**src/rtl/axi_w_pkg.sv**
```systemverilog
// Shared types and default widths for the AXI W-channel burst sequencer.
package axi_w_pkg;
  localparam int unsigned DATA_W_DEF = 32;
  localparam int unsigned LEN_W_DEF  = 8;

  typedef enum logic [1:0] {
    IDLE,
    TRANS,
    DRAIN,
    COMPLETE
  } w_seq_state_e;
endpackage

```
**src/rtl/axi_w_cmd_fifo.sv**
```systemverilog
// Synchronous command FIFO holding burst lengths; pointers carry a wrap bit for full/empty.
module axi_w_cmd_fifo #(
  parameter int unsigned DEPTH = 4,
  parameter int unsigned W     = 8
) (
  input  logic         clk,
  input  logic         reset,
  input  logic         i_push,
  input  logic [W-1:0] i_data,
  input  logic         i_pop,
  output logic [W-1:0] o_data,
  output logic         o_full,
  output logic         o_empty
);
  localparam int unsigned AW = $clog2(DEPTH);
  localparam logic [AW:0] PTR_ONE = {{AW{1'b0}}, 1'b1};

  logic [W-1:0] r_mem [DEPTH];
  logic [AW:0]  r_wr_ptr;
  logic [AW:0]  r_rd_ptr;
  logic         w_do_push;
  logic         w_do_pop;

  assign o_empty   = (r_wr_ptr == r_rd_ptr);
  assign o_full    = (r_wr_ptr[AW] != r_rd_ptr[AW]) &&
                     (r_wr_ptr[AW-1:0] == r_rd_ptr[AW-1:0]);
  assign w_do_push = i_push && !o_full;
  assign w_do_pop  = i_pop && !o_empty;
  assign o_data    = r_mem[r_rd_ptr[AW-1:0]];

  always_ff @(posedge clk or posedge reset) begin
    if (reset) begin
      r_wr_ptr <= '0;
      r_rd_ptr <= '0;
    end else begin
      if (w_do_push) r_wr_ptr <= r_wr_ptr + PTR_ONE;
      if (w_do_pop)  r_rd_ptr <= r_rd_ptr + PTR_ONE;
    end
  end

  always_ff @(posedge clk) begin
    if (w_do_push) r_mem[r_wr_ptr[AW-1:0]] <= i_data;
  end
endmodule

```
**src/rtl/axi_w_burst_sequencer.sv**
```systemverilog
// AXI4 W-channel master: queues burst lengths, pulls source beats and drives W with WLAST.
module axi_w_burst_sequencer
  import axi_w_pkg::*;
#(
  parameter int unsigned DATA_W    = DATA_W_DEF,
  parameter int unsigned LEN_W     = LEN_W_DEF,
  parameter int unsigned CMD_DEPTH = 4
) (
  input  logic                clk,
  input  logic                reset,
  input  logic                cmd_valid,
  output logic                cmd_ready,
  input  logic [LEN_W-1:0]    cmd_len,
  input  logic                src_valid,
  output logic                src_ready,
  input  logic [DATA_W-1:0]   src_data,
  input  logic [DATA_W/8-1:0] src_strb,
  output logic [DATA_W-1:0]   w_data,
  output logic [DATA_W/8-1:0] w_strb,
  output logic                w_last,
  output logic                w_valid,
  input  logic                w_ready,
  output logic                busy,
  output logic                burst_done
);
  w_seq_state_e        r_state;
  logic [LEN_W-1:0]    r_remaining;
  logic [DATA_W-1:0]   r_w_data;
  logic [DATA_W/8-1:0] r_w_strb;
  logic                r_w_last;
  logic                r_w_valid;
  logic                r_burst_done;

  logic                w_fifo_full;
  logic                w_fifo_empty;
  logic                w_pop;
  logic [LEN_W-1:0]    w_head_len;
  logic                w_src_hs;
  logic                w_w_hs;

  axi_w_cmd_fifo #(
    .DEPTH (CMD_DEPTH),
    .W     (LEN_W)
  ) u_cmd_fifo (
    .clk     (clk),
    .reset   (reset),
    .i_push  (cmd_valid),
    .i_data  (cmd_len),
    .i_pop   (w_pop),
    .o_data  (w_head_len),
    .o_full  (w_fifo_full),
    .o_empty (w_fifo_empty)
  );

  assign cmd_ready  = !w_fifo_full;
  assign w_pop      = (r_state == IDLE) && !w_fifo_empty;
  // A new beat may enter only when the output slot is empty or being emptied this cycle.
  assign src_ready  = (r_state == TRANS) && (!r_w_valid || w_ready);
  assign w_src_hs   = src_valid && src_ready;
  assign w_w_hs     = r_w_valid && w_ready;

  assign w_data     = r_w_data;
  assign w_strb     = r_w_strb;
  assign w_last     = r_w_last;
  assign w_valid    = r_w_valid;
  assign burst_done = r_burst_done;
  assign busy       = (r_state != IDLE) || !w_fifo_empty;

  always_ff @(posedge clk or posedge reset) begin
    if (reset) begin
      r_state      <= IDLE;
      r_remaining  <= '0;
      r_w_data     <= '0;
      r_w_strb     <= '0;
      r_w_last     <= 1'b0;
      r_w_valid    <= 1'b0;
      r_burst_done <= 1'b0;
    end else begin
      r_burst_done <= 1'b0;
      case (r_state)
        IDLE: begin
          if (!w_fifo_empty) begin
            r_remaining <= w_head_len;
            r_state     <= TRANS;
          end
        end
        TRANS: begin
          if (w_src_hs) begin
            r_w_data    <= src_data;
            r_w_strb    <= src_strb;
            r_w_valid   <= 1'b1;
            r_w_last    <= (r_remaining == '0);
            r_remaining <= r_remaining - LEN_W'(1);
            if (r_remaining == '0) r_state <= DRAIN;
          end else if (w_w_hs) begin
            r_w_valid <= 1'b0;
            r_w_last  <= 1'b0;
          end
        end
        DRAIN: begin
          if (w_w_hs) begin
            r_w_valid    <= 1'b0;
            r_w_last     <= 1'b0;
            r_burst_done <= 1'b1;
            r_state      <= COMPLETE;
          end
        end
        COMPLETE: r_state <= IDLE;
        default:  r_state <= IDLE;
      endcase
    end
  end
endmodule

```
**config.mk**
```make
export PLATFORM = sky130hd
export DESIGN_NAME = axi_w_burst_sequencer
export DESIGN_NICKNAME = d
export VERILOG_FILES = /design/src/rtl/axi_w_pkg.sv /design/src/rtl/axi_w_cmd_fifo.sv /design/src/rtl/axi_w_burst_sequencer.sv
export SDC_FILE = /design/constraint.sdc
export NUM_CORES = 1
export LEC_CHECK = 0
export BUFFER_PORTS_ARGS = -buffer_cell sky130_fd_sc_hd__buf_2
export CAP_MARGIN = 20
export CORE_MARGIN = 2
export CORE_UTILIZATION = 50
export DETAILED_ROUTE_END_ITERATION = 8
export PLACE_DENSITY = 0.74
export SYNTH_ARGS = -nofsm -noshare
export SYNTH_HDL_FRONTEND = slang
export SYNTH_SLANG_ARGS = --single-unit
```
**constraint.sdc**
```tcl
create_clock -name clk -period 5.4 [get_ports clk]
set_clock_uncertainty 0.1 [all_clocks]
set_input_delay 1.08 -clock clk [delete_from_list [all_inputs] [get_ports clk]]
set_output_delay 1.08 -clock clk [all_outputs]
set_load 0.005 [all_outputs]
```
# [Word-level counts from Yosys, hierarchy flattened]
# Memory sizes are Yosys's and may differ from the RTL's.
# Cells that the tools add are included.
[totals] reg_bits=55 ramBits=32 in_bits=49 out_inout_bits=42 wordCells=61 mem_count=1
[op_classes] n_addsub=3 n_eq_ne=10 mux=18 reduce_logical=20
[mem_list] name="u_cmd_fifo.r_mem" words=4 width=8 read_ports=1 rd_ports_with_merged_regs=0 wr=1 line="axi_w_cmd_fifo.sv:18" text="logic [W-1:0] r_mem [DEPTH];"
[op_table] operator="8-bit two-way mux" n=2
[op_table] operator="8-bit one-hot mux with 2 select lines" n=1
[op_table] operator="8-bit logical NOT" n=1
[op_table] operator="1-bit two-way mux" n=8
[op_table] operator="2-bit two-way mux" n=4
[op_table] operator="2-bit one-hot mux with 4 select lines" n=1
[op_table] operator="8-bit by 1-bit subtractor with 8-bit output (second input constant)" n=1
[op_table] operator="1-bit logical AND" n=7
[op_table] operator="3-bit by 1-bit adder with 3-bit output (second input constant)" n=2
[op_table] operator="2-bit != test (second input constant)" n=3
[op_table] operator="2-bit nonzero test" n=3
[op_table] operator="2-bit equality test (second input constant)" n=2
[op_table] operator="1-bit one-hot mux with 2 select lines" n=2
[op_table] operator="4-bit AND reduction" n=1
[op_table] operator="3-bit equality test" n=1
[op_table] operator="1-bit logical NOT" n=3
[op_table] operator="3-bit AND reduction" n=1
[op_table] operator="2-bit by 1-bit equality test with 1-bit output (second input constant)" n=1
[op_table] operator="2-bit equality test" n=1
[op_table] operator="2-bit logical NOT" n=1
[op_table] operator="1-bit logical OR" n=2
[op_table] operator="2-bit by 1-bit != test with 1-bit output (second input constant)" n=1
[op_table] operator="2-bit AND reduction" n=1
[op_table] operator="1-bit != test" n=1

# [Logic depth before layout (Yosys ltp)]
# Gate-level depths: netlist of run 1.
[logic_depth] depth_word=6 mapped_depth=7 ltp_nobuf=6

# [By module]
# A second synthesis of run 1 with hierarchy kept.
[unflattened] hier_cells=264 hier_area_um2=3852.4
[modules_own_cells] module="axi_w_burst_sequencer" instances=1 cells_each=173 area_each_um2=2194.6 seq_area_each_um2=1226.2
[modules_own_cells] module="axi_w_cmd_fifo" instances=1 cells_each=91 area_each_um2=1657.8 seq_area_each_um2=1111.1

# [Least setup slack after synthesis of run 1]
# OpenSTA, ideal clock, no wires.
[synth_timing] path_kind="input port to output port" start="in w_ready" end="out src_ready" t_arrival_ns=1.424 required_ns=4.220 path_slack_ns=2.796 stages=2 path_buffers=0 cell_sequence="nand2b_1 -> and2_1"
[synth_between] elab_chain_len=2
[synth_lines] item="start: declaration" line="axi_w_burst_sequencer.sv:22" text="input logic w_ready,"
[synth_lines] item="1-bit logical OR" line="axi_w_burst_sequencer.sv:58" text="assign src_ready = (r_state == TRANS) && (!r_w_valid || w_ready);"
[synth_lines] item="1-bit logical AND" line="axi_w_burst_sequencer.sv:58"
[synth_lines] item="end: declaration" line="axi_w_burst_sequencer.sv:15" text="output logic src_ready,"
# Every way passes these cells.

# [Worst setup path after layout of run 1]
[layout_timing] start="reg u_cmd_fifo.r_rd_ptr[0]" end="out busy"
[layout_between] elab_chain_len=3
[layout_lines] item="start: declaration" line="axi_w_cmd_fifo.sv:20" text="logic [AW:0] r_rd_ptr;"
[layout_lines] item="start signal: assignment" line="axi_w_cmd_fifo.sv:37" text="if (w_do_pop) r_rd_ptr <= r_rd_ptr + PTR_ONE;"
[layout_lines] item="3-bit equality test" line="axi_w_cmd_fifo.sv:24" text="assign o_empty = (r_wr_ptr == r_rd_ptr);"
[layout_lines] item="1-bit logical NOT" line="axi_w_burst_sequencer.sv:67" text="assign busy = (r_state != IDLE) || !w_fifo_empty;"
[layout_lines] item="1-bit logical OR" line="axi_w_burst_sequencer.sv:67"
[layout_lines] item="end: declaration" line="axi_w_burst_sequencer.sv:23" text="output logic busy,"
# Every way passes these cells.

==> results of run 1 <==
logic make-up (layout without fill, tap and decap cells):
kind of cell | after synthesis | count (layout) | share of synthesized area, %
fa+ha+maj | 11 | 11 | 3.681
xor+xnor | 7 | 7 | 1.841
flops | 87 | 87 | 62.52
buf+inv | 24 | 124 | 3.012
mux | 50 | 50 | 18.04
compound gates | 28 | 28 | 5.020
simple gates | 38 | 38 | 5.891
metrics by stage:
stage          std cells  hold WS (ps)
2_1_floorplan        245         360.4
3_3_place_gp         428         380.1
3_5_place_dp         428         379.2
4_1_cts              444         394.9
5_1_grt              444         417.9
6_report             444         391.0
power groups by stage:
stage | clock network (mW) | registers (mW) | logic [mW]
floorplan | 0 | 1.10 | 0.696
global placement | 0 | 1.12 | 0.962
detailed placement | 0 | 1.14 | 0.989
CTS | 0.494 | 1.12 | 0.993
global route | 0.523 | 1.16 | 1.10
finish | 0.480 | 1.12 | 0.980
how the worst min path moves through the flow:
| stage | start | end | slack (ps) | depth (start not counted) |
|---|---|---|---|---|
| finish | u_cmd_fifo.r_wr_ptr[2] | u_cmd_fifo.r_wr_ptr[2] | 390 | 1 |
| CTS | u_cmd_fifo.r_wr_ptr[2] | u_cmd_fifo.r_wr_ptr[2] | 390 | 1 |
| global route | u_cmd_fifo.r_wr_ptr[2] | u_cmd_fifo.r_wr_ptr[2] | 420 | 1 |
| detailed placement | u_cmd_fifo.r_wr_ptr[2] | u_cmd_fifo.r_wr_ptr[2] | 380 | 1 |
| global placement | u_cmd_fifo.r_wr_ptr[2] | u_cmd_fifo.r_wr_ptr[2] | 380 | 1 |
| floorplan | u_cmd_fifo.r_wr_ptr[2] | u_cmd_fifo.r_wr_ptr[2] | 360 | 1 |
registers in the layout (all words and copies together), names as in the netlist:
register,count
u_cmd_fifo.r_wr_ptr,3
w_data,32
r_remaining,8
w_valid,1
burst_done,1
w_strb,4
r_state,2
w_last,1
u_cmd_fifo.r_mem,32
u_cmd_fifo.r_rd_ptr,3
per-layer routing:
| layer | part of all wire (%) | up-vias |
|---|---|---|
| met5 | 0 | - |
| met4 | 1.0 | 0 |
| met3 | 4.3 | 7 |
| met2 | 53 | 51 |
| met1 | 42 | 1107 |
| li1 | - | 1099 |
layout make-up:
class / instances / area [um^2]
inverter: 16 / 60.06
multi-input combinational: 134 / 1294
clock buffer: 11 / 152.6
fill: 578 / 2756
sequential: 87 / 2337
clock inverter: 5 / 63.81
tap: 99 / 123.9
timing repair buffer: 92 / 465.4
worst max-delay path: stages (launching register included):
cell,delay [ps]
dfrtp_1,720
xnor2_2,210
nor4bb_2,300
buf_4,220
inv_1,50
buf_2,120
cell usage in the layout, fill, tap and decap left out, types with 2 or more instances in the layout:
cell type,count
o21ai_0,8
a31oi_1,2
nand2_1,10
mux2_2,38
a2bb2oi_1,4
and2_1,5
clkbuf_8,9
o22ai_1,2
inv_6,2
mux4_1,7
a21oi_1,4
buf_2,90
dfrtp_1,55
nor2_1,3
xnor2_1,4
buf_4,2
or3_1,2
inv_1,15
xor2_1,2
nand3_1,2
mux2i_1,4
edfxtp_1,32
ha_1,11
o31a_1,2
nor3_1,4
==> results.md, run 1 <==
* Outcome: finished clean
* Worst Tran Pin Value at 918.2 ps
* Final Max Tran Viols at 0
* Starting density of the core at roughly half
* Synthesized Nets at approximately 310
* Crit path from: u_cmd_fifo.r_rd_ptr[0]
* Clock group share of total power at around a fifth
* Final hold vios at 0
* N_diodes at 0
* Initial drt markers at ~90
* Antenna Nets Post-Route at 0
* Post-Synthesis Cells at approximately 250
* Layout area overhead at 20.28%
* Final HPWL DP at around 4800 um
* Post-Layout Inst Area at between 0.004 and 0.005 mm^2
* Routed len/inst at 15.27 um
* Remaining Overflow, GRT at 0
* Vias/cell at 5.099
* Core area at 0.007253 mm^2
* Tmin final at 3143 ps
* Net Sw Frac at around a third
* Reg-to-reg startpoint: r_state[1]
* Crit path max fanout at 11
* Fmax at approximately 320 MHz
* Crit path launch type: flop
* Netlist cell types at 44
* Pwr dens at 574.1 mW/mm^2
* Final setup vio count at 0
* Total number of vias at between 2000 and 2500
* H-tree depth at 3
* Sequential fraction of the synthesis area at 62.52%
* Largest net degree at the start of global routing at 56
* Die width at around 90 um
* Ys flop type: dfrtp_1
* Grt peak-use layer: met2
* WL final at 6782 um
* WP data required at roughly 4200 ps
* Dpl ws at 2430 ps
* Worst setup margin at roughly 2300 ps
* CTS Buf Count at 9
* Count leader, synth: dfrtp_1
* Clock transition at path regs at about 80 ps
* Post-synth EDFFs at 32
* Final core utilization at 62.00%
* Synthesized area at about 0.0037 mm^2
* Synth top area cells: dfrtp_1 (37%), edfxtp_1 (26%), mux2_2 (11%), mux4_1 (4.9%), ha_1 (3.7%)
* CTS Root Cell: clkbuf_8
* IO Pins at 91
* Row cnt at 31
* Drc violations at 0
* Worst-case clock buffer depth at 2
* Worst VDD drop at between 0.0003 and 0.0004 V
* Met1 usage at 22.40%
* Sequential Power Share at a little over two fifths
* YS warnings at 0
* Max-capacitance violation count at 0
* Asr flop ratio synth at about 63%
* Crit path kind: reg -> out
* RR Endpoint: w_data[3]
* Met3 usage at roughly 4.8%
* Critical Path End: busy
* Comb pwr share at a little under two fifths
* Nets@finish at 400
* P_int at about 1.7 mW
* Post-CTS setup buffer count at 0
* Chip height at roughly 90 um
* Cts repair resizes at 0
* Hold buffers post-CTS at 0
* WP data arrival at ~2000 ps
* Top cells by count, synth: dfrtp_1 (55), mux2_2 (38), edfxtp_1 (32)
* Vias in the first global route at 2351
* Type of destination of the critical path: output pin
* Initial antenna violation count at 0
* Reg2reg setup slack at about 2700 ps
* Die area at a little over 0.008 mm^2
* Port buffer count at 90
* CTS Sinks at 87
* R2R cell count at 4
* CTS tree: yes
* Yosys top cell by area: dfrtp_1
* Final Total Pwr at between 2 and 3 mW
* Clk_lat worst skew at 350 ps
* Rel. slew slack at about two fifths
* Share of layout cells above drive strength 1 at between 40% and 50%
* GR Util met2 at about 30%
* Setup TNS at 0 ps
* Pre-antenna DRT Iters at 4
* Mean Syn Cell Area at between 15 and 20 um^2
* Seq cells post-synth at 87
* Leak at 1.991 nW
* GRT Total Usage at between 15 and 20%
* Final period utilization at slightly below 60%
* Unrepaired setup endpoints after global routing: no
* Post-DP Area at ~0.0043 mm^2
* Net Sw Power at 0.8594 mW
* Top-area cell type share of the netlist area at ~37%
* First-pass GRT wire length at between 10000 and 15000 um
* Routability cong. at ~0.83
* Min-Delay Path Class: reg -> reg
Note: power is estimated with default switching activity, not from simulation.
==> run 2, diff against run 1 <==
- ABC_AREA: unset -> 1
- clock period: 5.4 -> 3.08 ns (I/O delays scaled with it)
==> results.md, run 2 <==
* Outcome: finished clean
* Yosys top cell by area: dfrtp_1
* Hold buffers post-CTS at 0 (unchanged)
* First-pass GRT wire length at 13210 um (+16%)
* Share of layout cells above drive strength 1 at 26.74% (-17 points)
* Largest net degree at the start of global routing at 56 (unchanged)
* Crit path kind: reg -> out
* Nets@finish at 571 (+43%)
* Routability cong. at 0.7928 (-4.4%)
* Max-capacitance violation count at 0 (unchanged)
* Mean Syn Cell Area at 9.544 um^2 (-37%)
* Drc violations at 0 (unchanged)
* Min-Delay Path Class: in -> async
* Core area at 0.007727 mm^2 (+6.5%)
* Post-synth EDFFs at 32 (unchanged)
* Unrepaired setup endpoints after global routing: no
* Remaining Overflow, GRT at 0 (unchanged)
* Critical-path cell list: xnor2_2 -> nand4_4 -> buf_2
* Count leader, synth: nand2_1
* Row cnt at 32 (+3.2%)
* Worst Tran Pin Value at 753.3 ps (-164.9 ps)
* Fmax at 411.6 MHz
* Final hold vios at 0 (unchanged)
* Clock transition at path regs at 80 ps (about the same)
* CTS Buf Count at 9 (unchanged)
* RR Endpoint: r_remaining[0]
* Setup TNS at 0 ps (unchanged)
* Chip height at 93.43 um (+3.3%)
* Most common cell after layout, fill and taps aside: nand2_1
* Post-Layout Inst Area at 0.004686 mm^2 (+4.2%)
* P_int at 2.814 mW (+63%)
* Antenna Nets Post-Route at 0 (unchanged)
* GRT Total Usage at 19.46% (+1.7 points)
* Synth top area cells: dfrtp_1 (34%), edfxtp_1 (24%), nand2_1 (17%), ha_1 (3.4%), nor2_1 (2.5%)
* Net Sw Power at 1.926 mW (+120%)
* CTS tree: yes
* Crit path launch type: flop
* Total number of vias at 3020 (+33%)
* Tmin final at roughly 2400 ps
* Ys flop type: dfrtp_1
* Cts repair resizes at 0 (unchanged)
* Worst-case clock buffer depth at 2 (unchanged)
* Final Max Tran Viols at 0 (unchanged)
* Post-CTS setup buffer count at 0 (unchanged)
* R2R cell count at 10 (+6)
* Comb pwr share at 44.4% (+6.4 points)
* Most frequent cells in the layout: nand2_1 (178), buf_2 (90), dfrtp_1 (55)
* Reg2reg setup slack at 800 ps (-1930 ps)
* Final HPWL DP at 5849 um (+22%)
* Crit path max fanout at 14 (+3)
* Vias/cell at 4.887 (-4.2%)
* Reg-to-reg startpoint: r_state[1]
* Seq cells post-synth at 87 (unchanged)
* Starting density of the core at 51.75% (+0.20 points)
* Final setup vio count at 0 (unchanged)
* Rel. slew slack at 49.60% (+11 points)
* WL final at 7936 um (+17%)
* Layout area overhead at 17.18%
* WP data required at 2360 ps (-1860 ps)
* Netlist cell types at 31 (-30%)
* YS warnings at 0 (unchanged)
* Die area at 0.008729 mm^2 (+6.7%)
* Post-Synthesis Cells at 419 (+71%)
* WP data arrival at 1710 ps (-250 ps)
* Synthesized Nets at 479 (+57%)
* Pre-antenna DRT Iters at 4 (unchanged)
* Synthesized area at 0.003999 mm^2 (+7.0%)
* Post-DP Area at 0.004514 mm^2 (+5.5%)
* Initial antenna violation count at 0 (unchanged)
* Asr flop ratio synth at 63.22% (unchanged)
* Port buffer count at 90 (unchanged)
* CP max stage cell: dfrtp_1
* CTS Root Cell: clkbuf_8
* Top cells by count, synth: nand2_1 (178), dfrtp_1 (55), edfxtp_1 (32)
* CP max stage delay at 580 ps (-140 ps)
* N_diodes at 0 (unchanged)
* CTS Sinks at 87 (unchanged)
* IO Pins at 91 (unchanged)
* Clk_lat worst skew at 360 ps (about the same)
* Final period utilization at about four fifths
* Initial drt markers at 116 (+27%)
* Vias in the first global route at 2964 (+26%)
* Type of destination of the critical path: output pin
* Clock group share of total power at 14.7% (-3.9 points)
* Sequential Power Share at 40.9% (-2.5 points)
* H-tree depth at 3 (unchanged)
* Net Sw Frac at 40.63% (+7.3 points)
* Filler cell count at 668 (+16%)
* Die width at 93.43 um (+3.3%)
* Pwr dens at 1012 mW/mm^2 (+76%)
* Top-area cell type share of the netlist area at 34.42% (-2.4 points)
* Sequential fraction of the synthesis area at 58.45% (-4.1 points)
* Routed len/inst at 12.84 um (-16%)
* Leak at 2.377 nW (+19%)
* Worst VDD drop at 0.0005380 V (+59%)
==> run 2: changes by cell type after synthesis, moves of 8 or more <==
cell / previous run / this run
o21ai_0: 8 / 16
mux2_2: 38 / 0
nand2_1: 10 / 178
nand3_1: 3 / 20
nand2_2: 0 / 12
nor2_1: 3 / 27
==> run 2: cell type report <==
class / instances / area (um^2) / area share, %
flip-flops and latches: 87 / 2337 / 49.88
multi-input cells: 294 / 1458 / 31.11
repair buffers: 94 / 493.0 / 10.52
clock buffers: 13 / 152.6 / 3.258
well taps: 102 / 127.6 / 2.724
inverters: 25 / 98.84 / 2.109
clock inverters: 3 / 18.77 / 0.4005
==> run 2: layer usage <==
layer / GRT usage [%] / up-vias / wire, um
met4: 6.250 / 0 / 55
met3: 4.271 / 9 / 481
met1: 23.89 / 1413 / 3399
li1: - / 1505 / -
met2: 34.11 / 93 / 3999
met5: 0 / - / 0
==> run 2: logic make-up (layout without fill, tap and decap cells) <==
logic type,Yosys count,after routing,synth area share [%]
AOI/OAI and AO/OA,24,24,3.098
adders and majority gates,11,11,3.442
and+or+nand+nor,250,250,27.10
xor gates and xnor gates,9,9,2.816
DFF,87,87,58.45
buffers and inverters,38,135,5.100
==> run 2: stage by stage <==
stage          hold slack, ps  utilization (%)  total power [mW]  setup slack, ps  std cells
5_1_grt                 350.3            60.64             5.172            534.6        618
4_1_cts                 343.5            60.64             4.793            627.3        618
3_5_place_dp            359.4            58.42             4.089            792.2        602
6_report                344.2            60.64             4.740            650.3        618
2_1_floorplan           363.6                -             3.450             1021        419
3_3_place_gp            355.1            58.42             4.006            850.6        602
==> run 2: worst max path at each step <==
stage	startpoint	to	depth (start not counted)
detailed placement	r_state[1]	r_remaining[2]	10
global route	r_state[1]	r_remaining[0]	10
global placement	u_cmd_fifo.r_rd_ptr[1]	u_cmd_fifo.r_mem[2][3]	4
finish	u_cmd_fifo.r_rd_ptr[1]	busy	3
CTS	u_cmd_fifo.r_rd_ptr[1]	busy	3
floorplan	reset	burst_done	1
==> run 2: power by group through the flow <==
| stage | clock network (mW) | logic [mW] | registers, mW |
|---|---|---|---|
| after CTS | 0.718 | 2.14 | 1.94 |
| final | 0.696 | 2.10 | 1.94 |
| after floorplan | 0 | 1.53 | 1.92 |
| after global routing | 0.757 | 2.42 | 1.99 |
| after detailed placement | 0 | 2.13 | 1.96 |
| after global placement | 0 | 2.06 | 1.94 |
==> run 2: critical path, delay by kind of cell (launching register included) <==
kind          cells  cell delay (ps)
xor+xnor          1              410
simple gates      1              200
buf+inv           1              180
flops             1              580
